$ cat src/rtl/uart_rx.sv
// 8N1 UART receiver: double-flop synchronises rx, samples each bit mid-period off the system
// clock, and emits the recovered byte with a one-cycle valid (or frame_err) strobe.
module uart_rx #(
  parameter int unsigned CLKS_PER_BIT = 868,
  parameter int unsigned DATA_BITS    = 8
) (
  input  logic                 clk,
  input  logic                 reset,
  input  logic                 rx,
  output logic [DATA_BITS-1:0] data,
  output logic                 valid,
  output logic                 frame_err,
  output logic                 busy
);

  localparam int unsigned CW = $clog2(CLKS_PER_BIT);
  localparam int unsigned IW = $clog2(DATA_BITS);

  localparam logic [CW-1:0] HALF     = CW'((CLKS_PER_BIT - 1) / 2);
  localparam logic [CW-1:0] LAST_CNT = CW'(CLKS_PER_BIT - 1);
  localparam logic [IW-1:0] LAST_IDX = IW'(DATA_BITS - 1);

  typedef enum logic [1:0] {StIdle, StStart, StData, StStop} state_e;

  state_e               state_q;
  logic [1:0]           sync_q;
  logic                 rx_s;
  logic [CW-1:0]        cnt_q;
  logic [IW-1:0]        idx_q;
  logic [DATA_BITS-1:0] shift_q;
  logic                 line_seen_high_q;

  assign rx_s = sync_q[1];
  assign busy = (state_q != StIdle);

  always_ff @(posedge clk or posedge reset) begin
    if (reset) begin
      sync_q <= 2'b11;
    end else begin
      sync_q <= {sync_q[0], rx};
    end
  end

  always_ff @(posedge clk or posedge reset) begin
    if (reset) begin
      state_q          <= StIdle;
      cnt_q            <= '0;
      idx_q            <= '0;
      shift_q          <= '0;
      data             <= '0;
      valid            <= 1'b0;
      frame_err        <= 1'b0;
      line_seen_high_q <= 1'b1;
    end else begin
      valid     <= 1'b0;
      frame_err <= 1'b0;
      case (state_q)
        StIdle: begin
          cnt_q <= '0;
          if (rx_s) begin
            line_seen_high_q <= 1'b1;
          end else if (line_seen_high_q) begin
            state_q <= StStart;
          end
        end
        StStart: begin
          if (cnt_q == HALF) begin
            cnt_q <= '0;
            // A start bit that is high again by mid-bit is treated as a glitch.
            if (!rx_s) begin
              state_q <= StData;
              idx_q   <= '0;
            end else begin
              state_q <= StIdle;
            end
          end else begin
            cnt_q <= cnt_q + CW'(1);
          end
        end
        StData: begin
          if (cnt_q == LAST_CNT) begin
            cnt_q   <= '0;
            shift_q <= {rx_s, shift_q[DATA_BITS-1:1]};
            if (idx_q == LAST_IDX) begin
              state_q <= StStop;
            end else begin
              idx_q <= idx_q + IW'(1);
            end
          end else begin
            cnt_q <= cnt_q + CW'(1);
          end
        end
        StStop: begin
          if (cnt_q == LAST_CNT) begin
            // Leaving mid-stop-bit lets a back-to-back start edge be caught.
            cnt_q   <= '0;
            state_q <= StIdle;
            if (rx_s) begin
              data  <= shift_q;
              valid <= 1'b1;
            end else begin
              frame_err        <= 1'b1;
              line_seen_high_q <= 1'b0;
            end
          end else begin
            cnt_q <= cnt_q + CW'(1);
          end
        end
        default: state_q <= StIdle;
      endcase
    end
  end

endmodule

$ cat config.mk
export PLATFORM = sky130hd
export DESIGN_NAME = uart_rx
export DESIGN_NICKNAME = d
export VERILOG_FILES = /design/src/rtl/uart_rx.sv
export SDC_FILE = /design/constraint.sdc
export NUM_CORES = 1
export LEC_CHECK = 0
export ABC_AREA = 1
export BUFFER_PORTS_ARGS = -buffer_cell sky130_fd_sc_hd__buf_2
export CAP_MARGIN = 20
export CORE_MARGIN = 2
export CORE_UTILIZATION = 35
export DETAILED_ROUTE_END_ITERATION = 8
export GPL_ROUTABILITY_DRIVEN = 0
export PLACE_DENSITY = 0.52
export SLEW_MARGIN = 30
export SYNTH_ARGS = -nofsm -noshare
export SYNTH_HDL_FRONTEND = slang
export SYNTH_SLANG_ARGS = --single-unit
$ cat constraint.sdc
create_clock -name clk -period 3.5 [get_ports clk]
set_input_delay 0.525 -clock clk [delete_from_list [all_inputs] [get_ports clk]]
set_output_delay 0.525 -clock clk [all_outputs]
set_load 0.01 [all_outputs]
== After elaboration in Yosys (flattened, before gate mapping) ==
Index checks and enable logic that the tools add are counted.

* Register bits: 36
* Input bits: 3
* Output and inout bits: 11
* Logic and storage cells: 63

* Equality and inequality tests: 16
* Reduce and logical (&&, ||, !) cells: 10
* Add/subtract/negate cells: 2
* Multiplexer cells: 26

{| class="wikitable"
|+ Operators with widths
! operator !! count
|-
| one-hot mux 10 bit (3 select lines) || 1
|-
| 2-to-1 mux 10 bit || 2
|-
| != test 2 bit, second input constant || 10
|-
| 2-to-1 mux 2 bit || 7
|-
| 2-to-1 mux 3 bit || 4
|-
| adder 10 x 1 -> 10 bit, second input constant || 1
|-
| equality test 10 bit, second input constant || 1
|-
| equality test 10 x 9 -> 1 bit, second input constant || 1
|-
| 2-to-1 mux 1 bit || 9
|-
| one-hot mux 2 bit (4 select lines) || 1
|-
| one-hot mux 3 bit (2 select lines) || 1
|-
| AND reduction 6 bit || 1
|-
| nonzero test 2 bit || 3
|-
| AND reduction 5 bit || 1
|-
| equality test 2 bit, second input constant || 2
|-
| AND reduction 4 bit || 1
|-
| adder 3 x 1 -> 3 bit, second input constant || 1
|-
| equality test 3 bit, second input constant || 1
|-
| AND reduction 3 bit || 1
|-
| equality test 2 x 1 -> 1 bit, second input constant || 1
|-
| logical NOT 2 bit || 1
|-
| one-hot mux 1 bit (2 select lines) || 1
|-
| AND reduction 2 bit || 1
|-
| OR reduction 2 bit || 1
|}

== Logic depth before layout (Yosys ltp) ==
* Depth in word-level cells: 4
* Gate-level depth with buffers: 10
* Mapped depth without buffers: 10

== Worst setup path before layout ==
OpenSTA, ideal clock, no wires.

* Path kind: register to register
* From: register cnt_q[0]
* To: register shift_q[7]
* Data required time: 3376 ps
* Arrival: 1368 ps
* Setup time: 124 ps
* Setup slack: 2007 ps
* Cell stages (with the launch flop): 9
* Cells stage by stage: dfrtp_1 -> ha_1 -> nand2_4 -> nor2_4 -> nand4_4 -> nor2_4 -> inv_2 -> nand2_1 -> o21ai_1

* Cells in the longest elaborated chain, start to end: 2

{| class="wikitable"
|+ RTL lines
! item !! line !! source
|-
| from (decl) || 28 || <nowiki>logic [CW-1:0] cnt_q;</nowiki>
|-
| from (signal assigned) || 77 || <nowiki>cnt_q <= cnt_q + CW'(1);</nowiki>
|-
| from (signal assigned) || 90 || <nowiki>cnt_q <= cnt_q + CW'(1);</nowiki>
|-
| from (signal assigned) || 106 || <nowiki>cnt_q <= cnt_q + CW'(1);</nowiki>
|-
| equality test 10 bit || 81 || <nowiki>if (cnt_q == LAST_CNT) begin</nowiki>
|-
| AND reduction 2 bit (no source line) || n/a ||
|-
| to (signal assigned) || 83 || <nowiki>shift_q <= {rx_s, shift_q[DATA_BITS-1:1]};</nowiki>
|-
| to (decl) || 30 || <nowiki>logic [DATA_BITS-1:0] shift_q;</nowiki>
|}

No other way between the ends.
A chain may end at the register's enable or synchronous reset.

== Worst setup path after layout ==
Same ends and word-level chain as after synthesis.

==> impl_metrics.yaml <==
run_status:
  status: "completed"
critical_path:
  crit_path_frequent_cell: "nor2_4"
  cp.arrival_ns: 1.87
  crit_chain: "ha_1, nand2_4, nor2_4, nand4_4, nor2_4, inv_2, nand2_1, o21ai_1"
  cp_max_fo: 9
  cpMaxStageDelayCell: "dfrtp_1"
  cp.required_ns: 3.69
  slowest_delay_ns: 0.46
  crit_path_start_kind: "flip-flop"
  crit_type: "reg -> reg"
  worstSetupEndpointType: "flip-flop"
floorplan:
  coreArea_mm2: 0.00466
  boundaryPins: 14
  start_util_pct: 35.9
  die-area_mm2: 0.00536
  die_width_um: 73.2
  row_count: 25
  fp.dieH_um: 73.2
global_routing:
  grt_antenna_before_repair: 0
  grt_pass1_wl_um: 5530
  grt-ovfl-total: 0
  grt_pass1_vias: 1153
  grt_use_total_pct: 13.6
  grt_max_degree: 37
synthesis:
  synth_ff_type: "dfrtp_1"
  synth_edf_count: 0
  ys_warn_count: 0
  synthTopCellsByArea: "dfrtp_1, nand2_1, dfstp_2"
  ys_seq_elements: 36
  synth_fp_nets: 206
  synth_common_cells: "nand2_1, dfrtp_1, nor2_1"
  postSynth.asyncResetShare_pct: 100
  avgSynthCellArea_um2: 8.42
  syn_area_mm2: 0.00168
  synth_top_cell_by_area: "dfrtp_1"
  yosys.cell_types.count: 25
  yosysTopAreaCellShare_pct: 49.3
  netlist_instances: 199
  yosysMostFrequentCell: "nand2_1"
  ys_seq_area_share_pct: 54.0
timing:
  relSlewSlack_pct: 69.3
  tns_ns: 0
  max_freq_ghz: 0.595
  period_share_pct: 48.0
  finalCriticalPeriod_ns: 1.68
  skew_ns: 0.0115
  tightest_slew_ns: 0.461
  grt_setup_unrepaired: "false"
  drv_slew: 0
  setup_viol: 0
  hold_viol: 0
clock_tree:
  cts_sinks: 36
  cts_resized: 0
  cts_buffers: 5
  cts_hold_buf: 0
  worstSkewPairLatency_ns: 0.29
  cts_buffer_depth: 2
  cts_tree: "yes"
  cts_setup_buffers: 0
  path_clk_slew_ns: 0.08
  root_buffer: "clkbuf_8"
  htree_levels: 2
routing:
  drc_errors: 0
  ant_nets: 0
  firstDrtPassIters: 4
  wirelength_um: 3130
  wire_per_inst_um: 11.4
  vias: 1224
  routed_via_density: 4.45
  drt-initial-drc-count: 55
final_layout:
  synthToLayoutAreaGrowth_pct: 15.2
  n_antenna_cell: 0
  fillerInstances: 471
  drive_above_1_share_pct: 20.4
  final_nets: 227
hold_path:
  hp-class: "in -> async"
power_and_ir_drop:
  power.leakage_uw: 0.00100
  total_power_uw: 1100
  p_per_area_mw_per_mm2: 572
  ir_drop_uv: 222
placed_design:
  dp_hpwl_um: 2190
  io_buffers: 13
job:
  drv_cap: 0
[logic make-up (layout without fill, tap and decap cells)]
kind of cell | after synthesis | in the layout | share of synthesized area (%)
adder cells (fa/ha/maj) | 4 | 4 | 2.99
AO/OA/AOI/OAI | 10 | 10 | 3.14
XOR/XNOR | 4 | 4 | 2.09
AND/OR/NAND/NOR | 122 | 122 | 32.6
flip-flops | 36 | 36 | 54.0
buffers and inverters | 23 | 45 | 5.15
[flip-flops by register name, summed over array words and instances (netlist names), 2 cells and up, named ones only]
register / count
cnt_q: 10
data: 8
shift_q: 8
idx_q: 3
sync_q: 2
[critical path: cells and delay by family (launching register included)]
family	cells	cell delay [ns]
buffers and inverters	1	0.13
DFF	1	0.46
AOI/OAI and AO/OA	1	0.05
adders and majority gates	1	0.31
and+or+nand+nor	5	0.63
[per-layer routing]
| metal | track usage, % | vias to the layer above | wire length (um) | share of wire (%) |
|---|---|---|---|---|
| met1 | 19.8 | 548 | 1670 | 53 |
| met5 | 0 | - | 0 | 0 |
| li1 | - | 659 | - | - |
| met4 | 6.17 | 0 | 45 | 1.4 |
| met3 | 3.31 | 4 | 89 | 2.8 |
| met2 | 18.9 | 13 | 1320 | 42 |
[area by class of cell]
cell class / count / area, um^2 / share of cell area (%)
clock buffers: 5 / 68.8 / 3.56
clock inverters: 3 / 46.3 / 2.40
inverters: 23 / 86.3 / 4.47
multi-input cells: 140 / 684 / 35.5
flip-flops and latches: 36 / 905 / 46.9
well taps: 54 / 67.6 / 3.50
repair buffers: 14 / 72.6 / 3.76
[worst paths after layout]
| check | startpoint | to | slack (ns) | cells after the start |
|---|---|---|---|---|
| worst max-delay path | cnt_q[0] | shift_q[7] | 1.82 | 8 |
| worst min-delay path | reset | data[5] | 0.32 | 3 |
| worst max register to register | cnt_q[0] | shift_q[7] | 1.82 | 8 |
| worst min register to register | sync_q[0] | sync_q[1] | 0.36 | 0 |
| max in group asynchronous | reset | line_seen_high_q | 2.82 | 3 |
| min in group clk | rx | sync_q[0] | 0.34 | 1 |
[layout by cell type, fill, tap and decap left out, drive strengths merged]
cell type	n
buf	14
xnor2	1
dfrtp	33
nor3	7
clkinvlp	1
o22ai	1
ha	4
a21oi	2
o21ai	6
nand4	3
nor2	23
nand3	7
a31oi	1
nand2	81
dfstp	3
bufinv	1
xor2	3
inv	24
clkbuf	5
or2	1
[report_power, final]
part	switching, uW	internal, uW
combinational	158	75.0
clock	161	215
sequential	45.2	451
total	364	740
[stage by stage]
stage               worst slack (ns)  hold slack (ns)  cell area [um^2]  std cells  utilization [%]
CTS                             1.81            0.322              1930        275             41.4
floorplan                       2.01            0.345              1680        199                -
global route                    1.66            0.320              1930        275             41.4
detailed placement              1.81            0.349              1820        267             39.0
global placement                1.85            0.346              1820        267             39.0
finish                          1.82            0.322              1930        275             41.4
(Power assumes the default switching activity.)
